===== src/rtl/name_pkg.sv =====
// name_pkg: shared letter codes, sequencer states and glyph geometry for the name display
package name_pkg;
    localparam int COLS_PER_CHAR = 5;
    localparam logic [4:0] CODE_A = 5'd0, CODE_B = 5'd1, CODE_C = 5'd2, CODE_D = 5'd3,
                           CODE_E = 5'd4, CODE_F = 5'd5, CODE_G = 5'd6, CODE_H = 5'd7,
                           CODE_I = 5'd8, CODE_J = 5'd9, CODE_K = 5'd10, CODE_L = 5'd11,
                           CODE_M = 5'd12, CODE_N = 5'd13, CODE_O = 5'd14, CODE_P = 5'd15,
                           CODE_Q = 5'd16, CODE_R = 5'd17, CODE_S = 5'd18, CODE_T = 5'd19,
                           CODE_U = 5'd20, CODE_V = 5'd21, CODE_W = 5'd22, CODE_X = 5'd23,
                           CODE_Y = 5'd24, CODE_Z = 5'd25, CODE_BLANK = 5'd31;
    typedef enum logic [1:0] {IDLE, GLYPH, GAP} state_t;
endpackage


===== src/rtl/name_glyph_rom.sv =====
// name_glyph_rom: 5x5 column patterns per letter code; unknown letters and blank are dark
module name_glyph_rom
    import name_pkg::*;
(
    input  logic [4:0] code,
    input  logic [2:0] col,
    output logic [4:0] pattern
);
    logic [24:0] g;
    always_comb begin
        g = '0;
        case (code)
            CODE_M: g = {5'h1F, 5'h18, 5'h04, 5'h18, 5'h1F};
            CODE_E: g = {5'h1F, 5'h15, 5'h15, 5'h11, 5'h11};
            CODE_N: g = {5'h1F, 5'h10, 5'h1F, 5'h01, 5'h1F};
            CODE_A: g = {5'h1F, 5'h14, 5'h14, 5'h14, 5'h1F};
            CODE_K: g = {5'h1F, 5'h04, 5'h04, 5'h0A, 5'h11};
            CODE_S: g = {5'h1D, 5'h15, 5'h15, 5'h15, 5'h17};
            CODE_H: g = {5'h1F, 5'h04, 5'h04, 5'h04, 5'h1F};
            CODE_I: g = {5'h11, 5'h11, 5'h1F, 5'h11, 5'h11};
            default: g = '0;
        endcase
    end
    assign pattern = col == 3'd0 ? g[24:20] :
                     col == 3'd1 ? g[19:15] :
                     col == 3'd2 ? g[14:10] :
                     col == 3'd3 ? g[9:5]   :
                     col == 3'd4 ? g[4:0]   : 5'h00;
endmodule


===== src/rtl/name_column_sequencer.sv =====
// name_column_sequencer: walks a writable letter buffer through the glyph ROM, one held column at a time
module name_column_sequencer
    import name_pkg::*;
#(
    parameter int MAX_CHARS = 9,
    parameter int TICK_DIV  = 5,
    parameter int GAP_COLS  = 1
) (
    input  logic       clk,
    input  logic       rst_n,
    input  logic       start,
    input  logic       stop,
    input  logic       loop_en,
    input  logic [3:0] msg_len,
    input  logic       wr_en,
    input  logic [3:0] wr_addr,
    input  logic [4:0] wr_code,
    output logic [4:0] col_data,
    output logic       col_valid,
    output logic [3:0] char_idx,
    output logic       busy,
    output logic       done
);
    localparam int TW = TICK_DIV > 1 ? $clog2(TICK_DIV) : 1;
    localparam logic [3:0] MAXC = 4'(MAX_CHARS);
    localparam logic [2:0] LAST_COL = 3'(COLS_PER_CHAR - 1);
    localparam logic [2:0] LAST_GAP = 3'(GAP_COLS - 1);
    localparam logic [TW-1:0] LAST_TICK = TW'(TICK_DIV - 1);

    state_t state, state_n;
    logic [TW-1:0] tick, tick_n;
    logic [2:0] col, col_n;
    logic [3:0] len, len_n, idx_n;
    logic [4:0] code, code_n, rom_out;
    logic done_n, glyph_end, gap_end;
    logic [4:0] msg_buf [16];

    assign glyph_end = state == GLYPH && col == LAST_COL;
    assign gap_end = state == GAP && col == LAST_GAP;

    always_comb begin
        state_n = state;
        tick_n = tick;
        col_n = col;
        len_n = len;
        idx_n = char_idx;
        code_n = code;
        done_n = 1'b0;
        if (state == IDLE) begin
            if (start && !stop && msg_len != 4'd0) begin
                state_n = GLYPH;
                tick_n = '0;
                col_n = '0;
                idx_n = '0;
                len_n = msg_len > MAXC ? MAXC : msg_len;
                code_n = msg_buf[0];
            end
        end else if (stop) begin
            state_n = IDLE;
            tick_n = '0;
            col_n = '0;
            idx_n = '0;
        end else if (tick != LAST_TICK) begin
            tick_n = tick + TW'(1);
        end else begin
            tick_n = '0;
            col_n = col + 3'd1;
            if (gap_end || (glyph_end && GAP_COLS == 0)) begin
                state_n = GLYPH;
                col_n = '0;
                // the code is latched only as a letter begins, so buffer writes never tear a glyph
                if (char_idx != len - 4'd1) begin
                    idx_n = char_idx + 4'd1;
                    code_n = msg_buf[idx_n];
                end else if (loop_en) begin
                    idx_n = '0;
                    code_n = msg_buf[0];
                end else begin
                    state_n = IDLE;
                    idx_n = '0;
                    done_n = 1'b1;
                end
            end else if (glyph_end) begin
                state_n = GAP;
                col_n = '0;
            end
        end
    end

    name_glyph_rom u_rom (.code(code_n), .col(col_n), .pattern(rom_out));

    always_ff @(posedge clk or negedge rst_n) begin
        if (!rst_n) begin
            state <= IDLE;
            tick <= '0;
            col <= '0;
            len <= '0;
            code <= CODE_BLANK;
            char_idx <= '0;
            col_data <= '0;
            col_valid <= 1'b0;
            busy <= 1'b0;
            done <= 1'b0;
            for (int i = 0; i < 16; i++) msg_buf[i] <= CODE_BLANK;
        end else begin
            state <= state_n;
            tick <= tick_n;
            col <= col_n;
            len <= len_n;
            code <= code_n;
            char_idx <= idx_n;
            col_data <= state_n == GLYPH ? rom_out : 5'h00;
            col_valid <= state_n != IDLE;
            busy <= state_n != IDLE;
            done <= done_n;
            if (wr_en && wr_addr < MAXC) msg_buf[wr_addr] <= wr_code;
        end
    end
endmodule


===== config.mk =====
export PLATFORM = sky130hd
export DESIGN_NAME = name_column_sequencer
export DESIGN_NICKNAME = d
export VERILOG_FILES = /design/src/rtl/name_pkg.sv /design/src/rtl/name_glyph_rom.sv /design/src/rtl/name_column_sequencer.sv
export SDC_FILE = /design/constraint.sdc
export NUM_CORES = 1
export LEC_CHECK = 0
export CAP_MARGIN = 20
export CORE_ASPECT_RATIO = 2
export CORE_MARGIN = 4
export CORE_UTILIZATION = 40
export DETAILED_ROUTE_END_ITERATION = 12
export DONT_BUFFER_PORTS = 1
export PLACE_DENSITY = 0.55
export SETUP_SLACK_MARGIN = 0.05
export SLEW_MARGIN = 20
export SYNTH_ARGS = -nofsm -noshare
export SYNTH_HDL_FRONTEND = slang
export SYNTH_SLANG_ARGS = --single-unit
export TNS_END_PERCENT = 10

===== constraint.sdc =====
create_clock -name clk -period 10.61 [get_ports clk]
set_input_delay 2.122 -clock clk [delete_from_list [all_inputs] [get_ports clk]]
set_output_delay 2.122 -clock clk [all_outputs]
set_load 0.01 [all_outputs]

Word-level counts from Yosys, hierarchy flattened. Memories as Yosys holds them, arrays and structs flattened. Cells that the tools add are included.

Register bits after elaboration: 108. Memory bits (read-only): 768. Input port bits: 19. Output and inout bits: 12. Logic and storage cells: 114. Memories kept: 1.

$add $sub $neg: 4. Order comparisons: 5. Equality and inequality tests: 12. Multiplexer cells: 50. Bitwise gates (word level): 2. Reduce and logical (&&, ||, !) cells: 15.

Memory list: (no name shown) (words 32, width 24, rd ports 1, clocked after memory_dff 0, wr ports 0, line name_glyph_rom.sv:12) `case (code)`.

Operator list (count): $bwmux 80 (1); $mux 5 (16); $mux 3 (10); $mux 4 (7); $bmux 5 s4 (1); $demux 5 s4 (1); $mux 2 (6); $ge 5x5->1 const B (2); $not 4->5 (2); $mux 1 (8); $add 3x1->3 const B (2); $eq 3x2->1 const B (2); $eq 3x3->1 const B (2); $logic_and 1x1->1 (6); $logic_not 3->1 (2); $ne 3x3->1 const B (2); $lt 5x1->1 const B (1); $add 4x1->4 const B (1); $eq 2x1->1 const B (2); $gt 4x4->1 const B (1); $lt 4x4->1 const B (1); $ne 4x4->1 (1); $reduce_bool 4->1 (1); $sub 4x1->4 const B (1); 9 further kinds (9).

Longest topological paths before layout. An unclocked memory read counts as a cell.

Depth after elaboration: 17. Mapped depth: 18. Mapped depth without buffers: 16.

By module. Synthesis repeated with hierarchy kept, for this count alone.

Cells, all modules: 478. Area total of the unflattened synthesis: 5962.0 um^2.

Modules (own cells, without submodules): name_column_sequencer (instances 1, cells an instance 392, area each 5318.9 um^2, seq. area each 2808.9 um^2); name_glyph_rom (instances 1, cells an instance 86, area each 643.1 um^2, seq. area each 0.0 um^2).

Least setup slack after synthesis. OpenSTA, ideal clock, no wires.

Path type: input-to-reg. From: input port msg_len[0]. To: register col_data[2]. Library setup time: 0.135 ns. Data arrival time: 5.072 ns. Data required time: 10.475 ns. Setup slack: 5.403 ns. Stages on the path: 14. Path buffers: 1. Cell sequence: or4_1 -> nand3_1 -> o22ai_1 -> or3_1 -> clkbuf_1 -> ha_1 -> inv_1 -> a2111oi_0 -> mux2i_1 -> o221a_2 -> nand3_1 -> o211ai_1 -> o31ai_1 -> a221oi_1.

Word-level cells in the longest chain between the ends: 11. Elaborated cells between the ends (all ways): 21. Classes of those cells: eq/ne: 5; mux: 12; reduce/logical: 3; memory: 1.

Ends and longest elaborated chain: from (decl) (line name_column_sequencer.sv:14) `input logic [3:0] msg_len,`; $reduce_bool 4->1 (*) (line name_column_sequencer.sv:50) `if (start && !stop && msg_len != 4'd0) begin`; $logic_and 1x1->1 (*) (line name_column_sequencer.sv:50); $mux 5 or $mux 3 (tied branches) (line name_column_sequencer.sv:50); $mux 5 or $mux 3 (tied branches) (line name_column_sequencer.sv:49) `if (state == IDLE) begin`; $mem_v2 32x24 or $eq 3x3->1 (tied branches); $mux 5 (line name_glyph_rom.sv:28) `col == 3'd4 ? g[4:0] : 5'h00;`; $mux 5 (line name_glyph_rom.sv:27) `col == 3'd3 ? g[9:5] :`; $mux 5 (line name_glyph_rom.sv:26) `col == 3'd2 ? g[14:10] :`; $mux 5 (line name_glyph_rom.sv:25) `col == 3'd1 ? g[19:15] :`; $mux 5 (line name_glyph_rom.sv:24) `assign pattern = col == 3'd0 ? g[24:20] :`; $mux 5 (*) (line name_column_sequencer.sv:112) `col_data <= state_n == GLYPH ? rom_out : 5'h00;`; to (signal assigned) (line name_column_sequencer.sv:112); to (decl) (line name_column_sequencer.sv:18) `output logic [4:0] col_data,`.

Mark *: on every way between the ends. The rest lies on a longest branch, timed or not. A chain may end at the register's enable or synchronous reset.

Worst setup path after layout.
From: input port stop. To: register col_data[2].

Word-level cells in the longest chain between the ends: 12. Elaborated cells between the ends (all ways): 25. Classes of those cells: eq/ne: 5; mux: 15; reduce/logical: 4; memory: 1.

Ends and longest elaborated chain: from (decl) (line name_column_sequencer.sv:12) `input logic stop,`; $logic_not 1->1 (line name_column_sequencer.sv:50); $logic_and 1x1->1 (2 in a row) (line name_column_sequencer.sv:50); $mux 5 or $mux 3 (tied branches) (line name_column_sequencer.sv:50); $mux 5 or $mux 3 (tied branches) (line name_column_sequencer.sv:49); $mem_v2 32x24 or $eq 3x3->1 (tied branches); $mux 5 (line name_glyph_rom.sv:28); $mux 5 (line name_glyph_rom.sv:27); $mux 5 (line name_glyph_rom.sv:26); $mux 5 (line name_glyph_rom.sv:25); $mux 5 (line name_glyph_rom.sv:24); $mux 5 (*) (line name_column_sequencer.sv:112).

Marks and branches as above.

==> impl_results.md <==
- Initial Util: 40.7%
- Leading cell type in the layout, fill and taps excluded: dfstp_2
- Req. time, crit path: 10.83 ns
- F_max: 187 MHz
- Clock Tree Buf Depth: 2
- Syn_nets: 477
- Fillers: 1265
- H-tree levels: 3
- Synth top area share: 39.7%
- Slew margin rel.: 35.9%
- Area after DPL: 5660 um^2
- Antenna viol nets, final: 0
- Initial antenna violation count: 0
- PostCTS Resize Cnt: 0
- Post-CTS setup buffers: 0
- Cts hold-fix bufs: 0
- Final hold vios: 0
- Final Slew Violations: 0
- Worst-path clk slew: 0.08 ns
- Vias: 3325
- Chip Height: 176 um
- Vias per cell: 5.50
- Leading area contributor after synthesis: dfstp_2
- Clock skew: 0.0109 ns
- Root buffer cell: clkbuf_16
- 1st-pass router iterations: 5
- Maxcap violations: 0
- FF+latch count, synth: 108
- Worst Tran Pin Value: 0.955 ns
- Drc violations: 0
- Internal power: 774 uW
- RD Place Congestion: 0.882
- Routed Wire Length: 12200 um
- Port-buffer cells: 0
- Pwr/cell area: 182 nW/um^2
- WP data arrival: 5.56 ns
- Switch Pwr: 308 uW
- Peak VDD IR: 97.8 uV
- Slowest-stage cell, CP: or3_1
- Part of the cycle the worst path needs: 50.3%
- Worst-skew pair later-pin latency: 0.35 ns
- Crit end category: register
- Total negative slack: 0 ns
- Top cells by area, synth: dfstp_2 (40%), dfrtp_1 (10%), mux2_2 (9.8%)
- Cells after synthesis: 448
- Leakage Power: 0.00227 uW
- CP Launch Type: primary input
- WS Path Type: in2reg
- Post-Syn Area per Cell: 12.5 um^2
- Fin crit period: 5.34 ns
- Final HPWL DP: 9040 um
- Finish-stage setup viols: 0
- Part of the power in combinational logic: 19.3%
- Ys flop type: dfstp_2
- FFs w/ async S/R, synth: 100%
- Total global routing overflow: 0
- Layout Area Growth over Synthesis: 6.06%
- Syn Std Cell Area: 5620 um^2
- Share of the yosys chip area belonging to registers: 50.0%
- Core Area: 13800 um^2
- Yosys warnings: 0
- Fin nets: 440
- Cells along the critical path: nor4b_2 > nand2_1 > a21oi_1 > o22ai_1 > or3_1 > ha_1 > inv_1 > a2111oi_0 > mux2i_1 > o221a_2 > nand3_1 > o211ai_1 > o31ai_1 > a221oi_1
- Hold Slack: 0.366 ns
- Die Span X: 91.8 um
- WL per Instance: 20.2 um
- Vias in the first global route: 3699
- Row cnt: 61
- Critical Path Fanout Max: 14
- CTS tree: built
- Yosys cell types: 71
- Global-route wire length before repair: 20100 um
- Clk pwr share: 31.3%
- EDFF count, synth: 0
- Num CTS Buffers: 9
- DR iter-0 viols: 113
- Global-route usage over all layers: 16.2%
- Setup ws final: 5.27 ns
- CTS sink cnt: 108
- Share of cells above drive strength 1: 46.9%
- Net Sw Frac: 28.5%
- Post-route design area: 5960 um^2
- I/O pins: 31
- # diodes: 0
- Largest net degree at the start of global routing: 109
- Hold Crit Class: reg2reg
- Slowest Stage Delay on Critical Path: 0.49 ns
- Highest-count cells in the layout ignoring fill and taps: dfstp_2 (85), mux2_2 (49), dfrtp_1 (23)
- Die area: 16100 um^2
- Setup WS pre-CTS: 4.96 ns
- Part of the power in registers: 49.4%
- Unrepaired setup endpoints after global routing: no
- Status: completed
-- area by class of cell --
class	instances	area, um^2	area share, %
multi-input cells	271	2520	42.3
clock inverters	6	66.3	1.11
well taps	189	236	3.97
flip-flops and latches	108	2810	47.1
clock buffers	10	239	4.01
repair buffers	3	22.5	0.378
inverters	18	67.6	1.13
-- path summary, 6_finish.rpt --
kind | start | end | slack [ns] | cells past startpoint
setup / recovery | stop | col_data[2] | 5.27 | 14
hold / removal | msg_buf[0] | msg_buf[0] | 0.37 | 0
setup reg to reg | char_idx[0] | col_data[2] | 5.84 | 16
hold reg to reg | msg_buf[0] | msg_buf[0] | 0.37 | 0
max in group asynchronous | rst_n | msg_buf[3] | 8.90 | 0
min in group asynchronous | rst_n | tick[2] | 1.46 | 0
-- per-stage QoR --
| stage | cells | power [uW] | util [%] |
|---|---|---|---|
| finish | 605 | 1080 | 43.1 |
| global route | 605 | 1140 | 43.1 |
| CTS | 605 | 1100 | 43.1 |
| detailed placement | 589 | 751 | 40.9 |
| global placement | 589 | 743 | 40.9 |
| floorplan | 448 | 704 | - |
-- cell usage after synthesis, types with 3 or more instances --
master / count
a2111oi_0: 4
a21oi_1: 11
a221oi_1: 3
and2_1: 7
buf_2: 6
buf_4: 4
clkbuf_1: 38
dfrtp_1: 23
dfstp_2: 85
ha_1: 10
inv_1: 16
mux2_2: 49
mux2i_1: 9
mux4_2: 21
nand2_1: 20
nand2b_1: 6
nand3_1: 8
nand3b_1: 4
nor2_1: 13
nor2b_1: 5
nor3_1: 12
o21a_1: 4
o21ai_0: 17
o22ai_1: 3
o31ai_1: 4
or2_2: 3
or3_1: 4
xnor2_1: 4
-- sequential cells by signal (all words and copies together) (netlist names) --
signal,count
len,4
code,5
tick,3
msg_buf,80
col,3
busy,1
done,1
state,2
char_idx,4
col_data,5
-- cell families (layout without fill, tap and decap cells) --
group           Yosys count  in the layout  synth area share [%]
compound gates           74             74                  9.64
buf+inv                  69             37                  5.30
mux                      83             83                  21.3
fa+ha+maj                10             10                  2.23
xor+xnor                  8              8                  1.98
simple gates             96             96                  9.57
flops                   108            108                  50.0
-- per-layer routing --
metal | GRT usage [%] | part of all wire, % | up-vias
li1 | - | - | 1536
met1 | 17.6 | 37 | 1702
met2 | 29.9 | 57 | 65
met3 | 2.74 | 2.8 | 22
met4 | 7.94 | 3.9 | 0
met5 | 0 | 0 | -
-- worst max-delay path, delay by kind of cell --
family	cells	cell delay, ns
mux	1	0.14
compound gates	7	1.74
simple gates	4	1.19
fa+ha+maj	1	0.32
buf+inv	1	0.05
-- power by group through the flow --
stage / clock network [uW] / registers (uW) / logic (uW)
after global placement: 0 / 539 / 204
final: 339 / 535 / 208
after CTS: 350 / 536 / 210
after global routing: 367 / 542 / 230
after detailed placement: 0 / 542 / 209
after floorplan: 0 / 526 / 179
Power figures use the tool's default switching activity.
